[config.mk]
export PLATFORM = sky130hd
export DESIGN_NAME = pcpu_run_ctrl
export DESIGN_NICKNAME = d
export VERILOG_FILES = /design/src/rtl/pcpu_run_ctrl.sv
export SDC_FILE = /design/constraint.sdc
export NUM_CORES = 1
export LEC_CHECK = 0
export ABC_CLOCK_PERIOD_IN_PS = 3100
export BUFFER_PORTS_ARGS = -buffer_cell sky130_fd_sc_hd__buf_4
export CORE_MARGIN = 10
export CORE_UTILIZATION = 45
export DETAILED_ROUTE_END_ITERATION = 10
export PLACE_DENSITY = 0.65
export SLEW_MARGIN = 20
export SYNTH_ARGS = -nofsm -noshare
export SYNTH_HDL_FRONTEND = slang
export SYNTH_SLANG_ARGS = --single-unit
export TNS_END_PERCENT = 20
[constraint.sdc]
create_clock -name clock_i -period 3.1 [get_ports clock_i]
set_input_delay 0.62 -clock clock_i [delete_from_list [all_inputs] [get_ports clock_i]]
set_output_delay 0.62 -clock clock_i [all_outputs]
set_load 0.05 [all_outputs]
[src/rtl/pcpu_run_ctrl.sv]
// Run controller for PCPU: sequences cpu reset/start/enable, counts run cycles, stops on HALT,
// abort or timeout, and keeps a PC trace FIFO. Define RUN_CTRL_STEP_EN to add single-step control.
module pcpu_run_ctrl #(
  parameter int         ADDR_W      = 8,
  parameter int         DATA_W      = 16,
  parameter logic [4:0] HALT_OPCODE = 5'b00001,
  parameter int         RST_CYCLES  = 2,
  parameter int         CNT_W       = 16,
  parameter int         TIMEOUT     = 1024,
  parameter int         TRACE_DEPTH = 16
) (
  input  logic              clock_i,
  input  logic              reset_i,
  input  logic              go_i,
  input  logic              abort_i,
  input  logic [ADDR_W-1:0] cpu_pc_i,
  input  logic [DATA_W-1:0] cpu_id_ir_i,
`ifdef RUN_CTRL_STEP_EN
  input  logic              step_mode_i,
  input  logic              step_i,
`endif
  output logic              cpu_reset_o,
  output logic              cpu_start_o,
  output logic              cpu_enable_o,
  output logic [1:0]        state_o,
  output logic              done_o,
  output logic              timeout_o,
  output logic [CNT_W-1:0]  cycle_cnt_o,
  input  logic              trace_rd_i,
  output logic [ADDR_W-1:0] trace_data_o,
  output logic              trace_valid_o,
  output logic              trace_ovf_o
);

  typedef enum logic [1:0] {
    S_IDLE = 2'd0,
    S_RST  = 2'd1,
    S_RUN  = 2'd2,
    S_STOP = 2'd3
  } state_e;

  localparam int RCW = (RST_CYCLES > 1) ? $clog2(RST_CYCLES) : 1;
  localparam int PW  = $clog2(TRACE_DEPTH);
  localparam int FW  = PW + 1;

  state_e             state_q, state_d;
  logic [RCW-1:0]     rst_cnt_q, rst_cnt_d;
  logic [CNT_W-1:0]   cnt_q, cnt_d;
  logic               done_q, done_d;
  logic               timeout_q, timeout_d;
  logic               ovf_q, ovf_d;
  logic               first_q, first_d;
  logic [ADDR_W-1:0]  last_pc_q, last_pc_d;
  logic               cpu_reset_q, cpu_reset_d;
  logic               cpu_start_q, cpu_start_d;
  logic               cpu_enable_q, cpu_enable_d;
  logic [PW-1:0]      wr_ptr_q, wr_ptr_d;
  logic [PW-1:0]      rd_ptr_q, rd_ptr_d;
  logic [FW-1:0]      fill_q, fill_d;
  logic [ADDR_W-1:0]  head_q, head_d;
  logic [ADDR_W-1:0]  mem [TRACE_DEPTH];

  logic clear, push, push_ok, pop_ok, run_en, is_halt, step_ok;

  assign is_halt = (cpu_id_ir_i[DATA_W-1 -: 5] == HALT_OPCODE);
  // Registered enable doubles as the qualifier for counting, tracing and exit checks.
  assign run_en  = (state_q == S_RUN) && cpu_enable_q;

`ifdef RUN_CTRL_STEP_EN
  logic step_q;
  assign step_ok = !step_mode_i || (step_i && !step_q);

  always_ff @(posedge clock_i) begin
    if (reset_i) step_q <= 1'b0;
    else         step_q <= step_i;
  end
`else
  assign step_ok = 1'b1;
`endif

  // NOTE: every variable gets a default first so no path leaves it unassigned (no latch).
  always_comb begin
    state_d   = state_q;
    rst_cnt_d = rst_cnt_q;
    cnt_d     = cnt_q;
    done_d    = done_q;
    timeout_d = timeout_q;
    first_d   = first_q;
    last_pc_d = last_pc_q;
    clear     = 1'b0;
    push      = 1'b0;
    case (state_q)
      S_IDLE, S_STOP: begin
        if (go_i) begin
          state_d   = S_RST;
          rst_cnt_d = '0;
          cnt_d     = '0;
          done_d    = 1'b0;
          timeout_d = 1'b0;
          clear     = 1'b1;
        end
      end
      S_RST: begin
        if (abort_i) begin
          state_d = S_STOP;
        end else if (rst_cnt_q == RCW'(RST_CYCLES - 1)) begin
          state_d = S_RUN;
          first_d = 1'b1;
        end else begin
          rst_cnt_d = rst_cnt_q + RCW'(1);
        end
      end
      S_RUN: begin
        if (run_en) begin
          if (cnt_q != {CNT_W{1'b1}}) cnt_d = cnt_q + CNT_W'(1);
          if (first_q || (cpu_pc_i != last_pc_q)) begin
            push      = 1'b1;
            last_pc_d = cpu_pc_i;
          end
          first_d = 1'b0;
        end
        if (abort_i) begin
          state_d = S_STOP;
        end else if (run_en && is_halt) begin
          state_d = S_STOP;
          done_d  = 1'b1;
        end else if (run_en && (cnt_q == CNT_W'(TIMEOUT - 1))) begin
          state_d   = S_STOP;
          timeout_d = 1'b1;
        end
      end
      default: state_d = S_IDLE;
    endcase

    cpu_reset_d  = (state_d == S_IDLE) || (state_d == S_RST);
    cpu_start_d  = (state_d == S_RUN);
    cpu_enable_d = (state_d == S_RUN) && step_ok;
  end

  always_comb begin
    pop_ok   = trace_rd_i && (fill_q != '0);
    push_ok  = push && ((fill_q != FW'(TRACE_DEPTH)) || pop_ok);
    ovf_d    = ovf_q || (push && !push_ok);
    wr_ptr_d = wr_ptr_q + PW'(push_ok);
    rd_ptr_d = rd_ptr_q + PW'(pop_ok);
    fill_d   = fill_q + FW'(push_ok) - FW'(pop_ok);
    if (clear) begin
      ovf_d    = 1'b0;
      wr_ptr_d = '0;
      rd_ptr_d = '0;
      fill_d   = '0;
    end
    // Head is registered; bypass the write when the new entry lands at the next read slot.
    if (fill_d == '0)                           head_d = '0;
    else if (push_ok && (wr_ptr_q == rd_ptr_d)) head_d = cpu_pc_i;
    else                                        head_d = mem[rd_ptr_d];
  end

  // NOTE: trace storage has no reset; validity is tracked by fill_q alone.
  always_ff @(posedge clock_i) begin
    if (push_ok) mem[wr_ptr_q] <= cpu_pc_i;
  end

  // NOTE: state registers use non-blocking assignments so all update together at the edge.
  always_ff @(posedge clock_i) begin
    if (reset_i) begin
      state_q      <= S_IDLE;
      rst_cnt_q    <= '0;
      cnt_q        <= '0;
      done_q       <= 1'b0;
      timeout_q    <= 1'b0;
      ovf_q        <= 1'b0;
      first_q      <= 1'b0;
      last_pc_q    <= '0;
      cpu_reset_q  <= 1'b1;
      cpu_start_q  <= 1'b0;
      cpu_enable_q <= 1'b0;
      wr_ptr_q     <= '0;
      rd_ptr_q     <= '0;
      fill_q       <= '0;
      head_q       <= '0;
    end else begin
      state_q      <= state_d;
      rst_cnt_q    <= rst_cnt_d;
      cnt_q        <= cnt_d;
      done_q       <= done_d;
      timeout_q    <= timeout_d;
      ovf_q        <= ovf_d;
      first_q      <= first_d;
      last_pc_q    <= last_pc_d;
      cpu_reset_q  <= cpu_reset_d;
      cpu_start_q  <= cpu_start_d;
      cpu_enable_q <= cpu_enable_d;
      wr_ptr_q     <= wr_ptr_d;
      rd_ptr_q     <= rd_ptr_d;
      fill_q       <= fill_d;
      head_q       <= head_d;
    end
  end

  assign state_o       = state_q;
  assign cpu_reset_o   = cpu_reset_q;
  assign cpu_start_o   = cpu_start_q;
  assign cpu_enable_o  = cpu_enable_q;
  assign done_o        = done_q;
  assign timeout_o     = timeout_q;
  assign cycle_cnt_o   = cnt_q;
  assign trace_data_o  = head_q;
  assign trace_valid_o = (fill_q != '0);
  assign trace_ovf_o   = ovf_q;

endmodule
======== Yosys cells after proc, flatten, opt, wreduce, memory -nomap -nowiden ========
Memory sizes are Yosys's and may differ from the RTL's. A register that Yosys moved wholly into a read port is not among the register bits.
Index checks and enable logic that the tools add are counted.
storage, ports and cells
  bits in registers ....................... 46
  latch bits .............................. 0
  memory bits (writable) .................. 128
  memory bits (read-only) ................. 0
  input bits .............................. 29
  output and inout port bits .............. 33
  word-level logic and storage cells ...... 101
  memories kept ........................... 1
memory list
  name  words  width  read ports  clocked after memory_dff  write ports  line  RTL
  mem   16     8      1           1                         1            61    logic [ADDR_W-1:0] mem [TRACE_DEPTH];
cells by class
  $add $sub $neg .......................... 6
  multipliers ............................. 0
  div/mod/pow operators ................... 0
  magnitude comparators ................... 0
  equal/unequal tests ..................... 19
  shift operators ......................... 0
  mux-type cells .......................... 35
  bitwise logic cells ..................... 0
  reduce and logical (&&, ||, !) cells .... 27
operator list
  kind                                              number
  2-to-1 mux 16 bit                                 3
  case mux 16 bit (2 select lines)                  1
  2-to-1 mux 1 bit                                  18
  adder 16 x 1 -> 16 bit (second input constant)    1
  == test 16 x 10 -> 1 bit (second input constant)  1
  != test 16 bit (second input constant)            1
  2-to-1 mux 2 bit                                  6
  != test 2 bit (second input constant)             6
  AND reduction 4 bit                               3
  adder 4 x 1 -> 4 bit                              2
  != test 8 bit                                     1
  case mux 1 bit (2 select lines)                   4
  == test 2 bit (second input constant)             3
  logical AND 1 bit                                 6
  != test 2 x 1 -> 1 bit (second input constant)    3
  case mux 2 bit (3 select lines)                   1
  AND reduction 3 bit                               2
  nonzero test 2 bit                                3
  OR reduction 2 bit                                3
  adder 5 x 1 -> 5 bit                              1
  == test 5 x 1 -> 1 bit (second input constant)    1
  logical NOT 5 bit                                 1
  2-to-1 mux 5 bit                                  1
  != test 5 bit (second input constant)             1
  9 further kinds                                   14

======== Logic depth before layout (Yosys ltp) ========
  depth after elaboration ................. 11
  gate-level depth with buffers ........... 17
  depth with buffers taken out ............ 16

======== Worst setup path before layout ========
OpenSTA, ideal clock, no wires.
  path type ............................... reg2reg
  start point ............................. register state_q[1] (netlist: state_o[1])
  end point ............................... register head_q[0] (netlist: trace_data_o[0]) (read register of mem)
  setup time .............................. 59 ps
  arrival ................................. 3393 ps
  required time ........................... 3041 ps
  path slack .............................. -352 ps
  stages on the path, launching flop included .. 17
  path buffers ............................ 1
  period minus slack after synthesis ...... 3452 ps
  path through ............................ dfxtp_1 > ha_1 > buf_2 > and2_1 > o21ai_1 > a31o_2 > ha_1 > inv_1 > ha_1 > inv_1 > fa_1 > inv_1 > a21oi_1 > o21bai_1 > xnor2_1 > a31oi_1 > o211a_1
between the ends
  word-level cells in the longest chain between the ends .. 10
  elaborated cells on any way between the ends .. 15
  classes of those cells .................. add/sub: 2; eq/ne: 2; mux: 5; reduce/logical: 6
RTL lines
  element                              line    RTL
  start, declared                      46      state_e state_q, state_d;
  start signal, assigned               183     state_q <= state_d;
  == test 2 bit                        67, 92
  logical AND 1 bit                    67      assign run_en = (state_q == S_RUN) && cpu_enable_q;
  2-to-1 mux 1 bit                     114     if (run_en) begin
  2-to-1 mux 1 bit                     92      case (state_q)
  logical AND 1 bit                    142     push_ok = push && ((fill_q != FW'(TRACE_DEPTH)) || pop_ok);
  adder 5 x 1 -> 5 bit                 146     fill_d = fill_q + FW'(push_ok) - FW'(pop_ok);
  subtractor 5 x 1 -> 5 bit            146
  2-to-1 mux 5 bit                     147     if (clear) begin
  logical NOT 5 bit                    154     if (fill_d == '0) head_d = '0;
  OR reduction 2 bit (no source line)  -
  end, declared                        60      logic [ADDR_W-1:0] head_q, head_d;
Several ways; a longest one is shown, not always the timed one.
A chain may end at the register's enable or synchronous reset.

======== Worst setup path in the final report ========
  start point ............................. register fill_q[3]
  end point ............................... register head_q[4] (netlist: trace_data_o[4]) (read register of mem)
between the ends
  word-level cells in the longest chain between the ends .. 9
  elaborated cells on any way between the ends .. 12
  classes of those cells .................. add/sub: 3; eq/ne: 1; mux: 2; reduce/logical: 6
RTL lines
  element                              line  RTL
  start, declared                      59    logic [FW-1:0] fill_q, fill_d;
  start signal, assigned               196   fill_q <= fill_d;
  nonzero test 5 bit                   141   pop_ok = trace_rd_i && (fill_q != '0);
  logical AND 1 bit                    141
  logical OR 1 bit                     142
  logical AND 1 bit                    142
  adder 5 x 1 -> 5 bit                 146
  subtractor 5 x 1 -> 5 bit            146
  2-to-1 mux 5 bit                     147
  logical NOT 5 bit                    154
  OR reduction 2 bit (no source line)  -
Several ways; a longest one is shown, not always the timed one.

==> run_results.csv <==
group,metric,value,unit
die,die_y,151,µm
worst_setup_path,path_class,"flip-flop to flip-flop",
final_layout,utilization,58.1,%
global_route,grt_pass1_wl,29.6,mm
global_route,grt_start_max_net_pins,23,
final_layout,final_nets,761,
logic_synthesis,syn_nets,656,
clock_tree,path_clk_slew,60,ps
worst_setup_path,crit_top_cell,"ha_4",
run_status,failed_checks,"negative setup slack",
sta,hold_viol,0,
worst_setup_path,critPathLaunchType,"flip-flop",
pwr,p_int,5.15,mW
sta,setup_slack,-25.4,ps
min_path,hold_class,"flip-flop to flip-flop",
final_layout,layout.cells.most_common,"edfxtp_1",
worst_setup_path,end_kind,"flip-flop",
run_status,status,"finished with violations",
pwr,power_frac_seq,35.4,%
sta,finalMaxSlewViolations,0,
die,ios,62,
sta,final-setup-viol-count,1,
pwr,ir_drop,0.000461,V
pwr,p_clk_share,25.9,%
worst_setup_path,critical-path-top-delay-family,"simple AND/OR/NAND/NOR gates",
clock_tree,cts_sinks,182,
logic_synthesis,yosys_warnings,0,
clock_tree,clock_latency,430,ps
route,postRouteWirelength,18.8,mm
worst_setup_path,slowest_stage,"or3b_4",
clock_tree,cts_hold_buf,0,
worst_setup_path,crit_fanout,4,
logic_synthesis,syn_area,0.00777,mm²
sta,worstMarginPinSlew,672,ps
sta,skew,10.1,ps
logic_synthesis,ys_seq_area_share,63.4,%
worst_setup_path,cp_data_arrival_time,3440,ps
sta,relSlewSlack,55.0,%
logic_synthesis,synthArstFlopShare,0,%
sta,fin_crit,3130,ps
place,port_buffers,50,
final_layout,num_antenna_cells,0,
worst_setup_path,cp_num_buf_inv,1,
pwr,power_density,806,mW/mm²
sta,fmax,320,MHz
logic_synthesis,ys_ff_latch,182,
logic_synthesis,ys.flop_type,"edfxtp_1",
die,start_util,46.3,%
logic_synthesis,syn_inst,612,
global_route,grt_overflow,0,
global_route,grt_pass1_vias,5519,
global_route,grt_usage,16.9,%
die,die_area,0.0229,mm²
pwr,p_sw,2.70,mW
clock_tree,cts_buffers,17,
run,cap_violations,0,
logic_synthesis,synthDistinctLibCells,64,
logic_synthesis,synth_largest_area_cell,"edfxtp_1",
sta,min_period_over_period,101,%
worst_setup_path,critPathMaxStageDelay,380,ps
pwr,p_leak,3.55,nW
logic_synthesis,synth_edf_count,128,
route,vias,5282,
logic_synthesis,synth.area.top_cells,"edfxtp_1 49%, dfxtp_1 14%, nor2_1 2.6%",
route,vias_per_cell,5.56,
worst_setup_path,cp_data_required_time,3410,ps
sta,rsz0062_at_grt,"yes",
logic_synthesis,syn_area_per_cell,12.7,µm²
pwr,p_sw_share,34.4,%
route,drt_pre_antenna_iters,5,
die,fp.dieW,151,µm
logic_synthesis,yosysTopAreaCellShare,49.5,%
route,wl_per_cell,19.8,µm
final_layout,mostFrequentLayoutCells,"128 x edfxtp_1, 107 x buf_4, 53 x nor2_1",
route,drc,0,
place,dp_hpwl,13.2,mm
pwr,power.combinational.fraction,38.7,%
clock_tree,cts_tree,"built",
clock_tree,htreeDepth,4,
die,coreArea,0.0168,mm²
die,rows,47,
final_layout,synthToLayoutAreaGrowth,25.4,%
sta,tns,-25.4,ps
worst_setup_path,cp_cell_sequence,"inv_2, ha_4, or3b_4, or2_4, and2_4, ha_4, ha_4, xnor2_4, mux2_4, a21o_1, a221o_1, and3_4, o21a_1",
global_route,antenna_found_initial,0,
route,drt_iter0_markers,345,
clock_tree,max-clock-path-buffers,2,
final_layout,drive_gt1_share,28.5,%
clock_tree,cts_root_buf,"clkbuf_16",
route,ant_nets,0,
place,gp_congestion,0.838,
## cells in the mapped netlist (2+ instances only)
master	count
edfxtp_1	128
dfxtp_1	54
nor2_1	54
a21oi_1	33
nand3_1	33
nand2_1	25
xor2_1	23
mux2i_1	20
o21ai_0	17
ha_1	14
inv_1	14
clkbuf_1	13
nand2b_1	13
and3_1	12
and2_1	11
buf_2	11
nor2b_1	11
a221oi_1	8
a22o_1	8
xnor2_1	8
a2111oi_0	7
nor3_1	7
o2111ai_1	7
o211a_1	7
o211ai_1	7
buf_4	6
nand4_1	6
o311ai_0	5
a31oi_1	4
and4_1	3
nor4_1	3
a21o_1	2
a32oi_1	2
buf_6	2
mux2_1	2
mux2_2	2
o21bai_1	2
o311ai_1	2
## worst min-delay path: cells and delay by family, from the launching register on
family / cells / cell delay, ps
flops: 1 / 330
compound gates: 1 / 40
simple gates: 1 / 70
## registers in the layout (all words and copies together), names as in the netlist
name / flops
cpu_enable_o: 1
cpu_reset_o: 1
cycle_cnt_o: 16
done_o: 1
fill_q: 5
first_q: 1
last_pc_q: 8
mem: 128
rd_ptr_q: 4
rst_cnt_q: 1
state_o: 2
timeout_o: 1
trace_data_o: 8
trace_ovf_o: 1
wr_ptr_q: 4
## power by group through the flow
stage / clock network [mW] / registers, mW / logic (mW)
2_1_floorplan: 0 / 3.05 / 1.52
3_3_place_gp: 0 / 2.82 / 2.65
3_5_place_dp: 0 / 2.82 / 2.70
4_1_cts: 2.06 / 2.78 / 2.96
5_1_grt: 2.18 / 2.79 / 3.27
6_report: 2.03 / 2.78 / 3.04
## kinds of logic (layout without fill, tap and decap cells)
kind of cell	count (synthesis)	after routing	share of synthesized area, %
flops	182	182	63.4
simple gates	186	186	12.2
mux	26	26	3.74
xor+xnor	32	32	3.70
buf+inv	48	166	2.98
compound gates	123	123	11.5
fa+ha+maj	15	15	2.51
## timing repair
| item | 4_1_cts | 5_1_grt |
|---|---|---|
| gates cloned | 1 | 0 |
| pin swaps | 19 | 14 |
| resized for setup | 34 | 21 |
| endpoints found under the setup margin | 8 | 8 |
| setup buffers | 6 | 0 |
## cell type report
type | instances | area [µm²]
Inverter | 15 | 56.3
Tap cell | 220 | 275
Sequential cell | 182 | 4930
Clock buffer | 18 | 429
Multi-Input combinational cell | 382 | 2920
Clock inverter | 14 | 125
Timing Repair Buffer | 119 | 1010
Fill cell | 1355 | 7020
## final timing paths
kind | startpoint | end | slack [ps] | cells after the start
worst max-delay path | fill_q[3]$_SDFF_PP0_ | trace_data_o[4]$_SDFF_PP0_ | -30 | 13
worst min-delay path | trace_ovf_o$_SDFF_PP0_ | trace_ovf_o$_SDFF_PP0_ | 470 | 2
worst max register to register | fill_q[3]$_SDFF_PP0_ | trace_data_o[4]$_SDFF_PP0_ | -30 | 13
worst min register to register | trace_ovf_o$_SDFF_PP0_ | trace_ovf_o$_SDFF_PP0_ | 470 | 2
## per-layer routing
layer | up-vias | global-route usage (%) | share of wire [%]
met5 | - | 0 | 0
met2 | 161 | 28.0 | 50
met3 | 32 | 4.45 | 5.0
met4 | 0 | 6.83 | 2.6
met1 | 2590 | 20.6 | 43
li1 | 2499 | - | -
## stage by stage
stage | std cells | setup slack (ps) | cell area (µm²) | power, mW | hold slack (ps)
global route | 950 | -125 | 9740 | 8.24 | 488
floorplan | 612 | 1.14 | 7860 | 4.57 | 448
detailed placement | 913 | -305 | 8880 | 5.53 | 468
CTS | 952 | -43.7 | 9680 | 7.80 | 477
global placement | 913 | -265 | 8880 | 5.47 | 454
finish | 950 | -25.4 | 9740 | 7.85 | 475
Note: power is estimated with default switching activity, not from simulation.
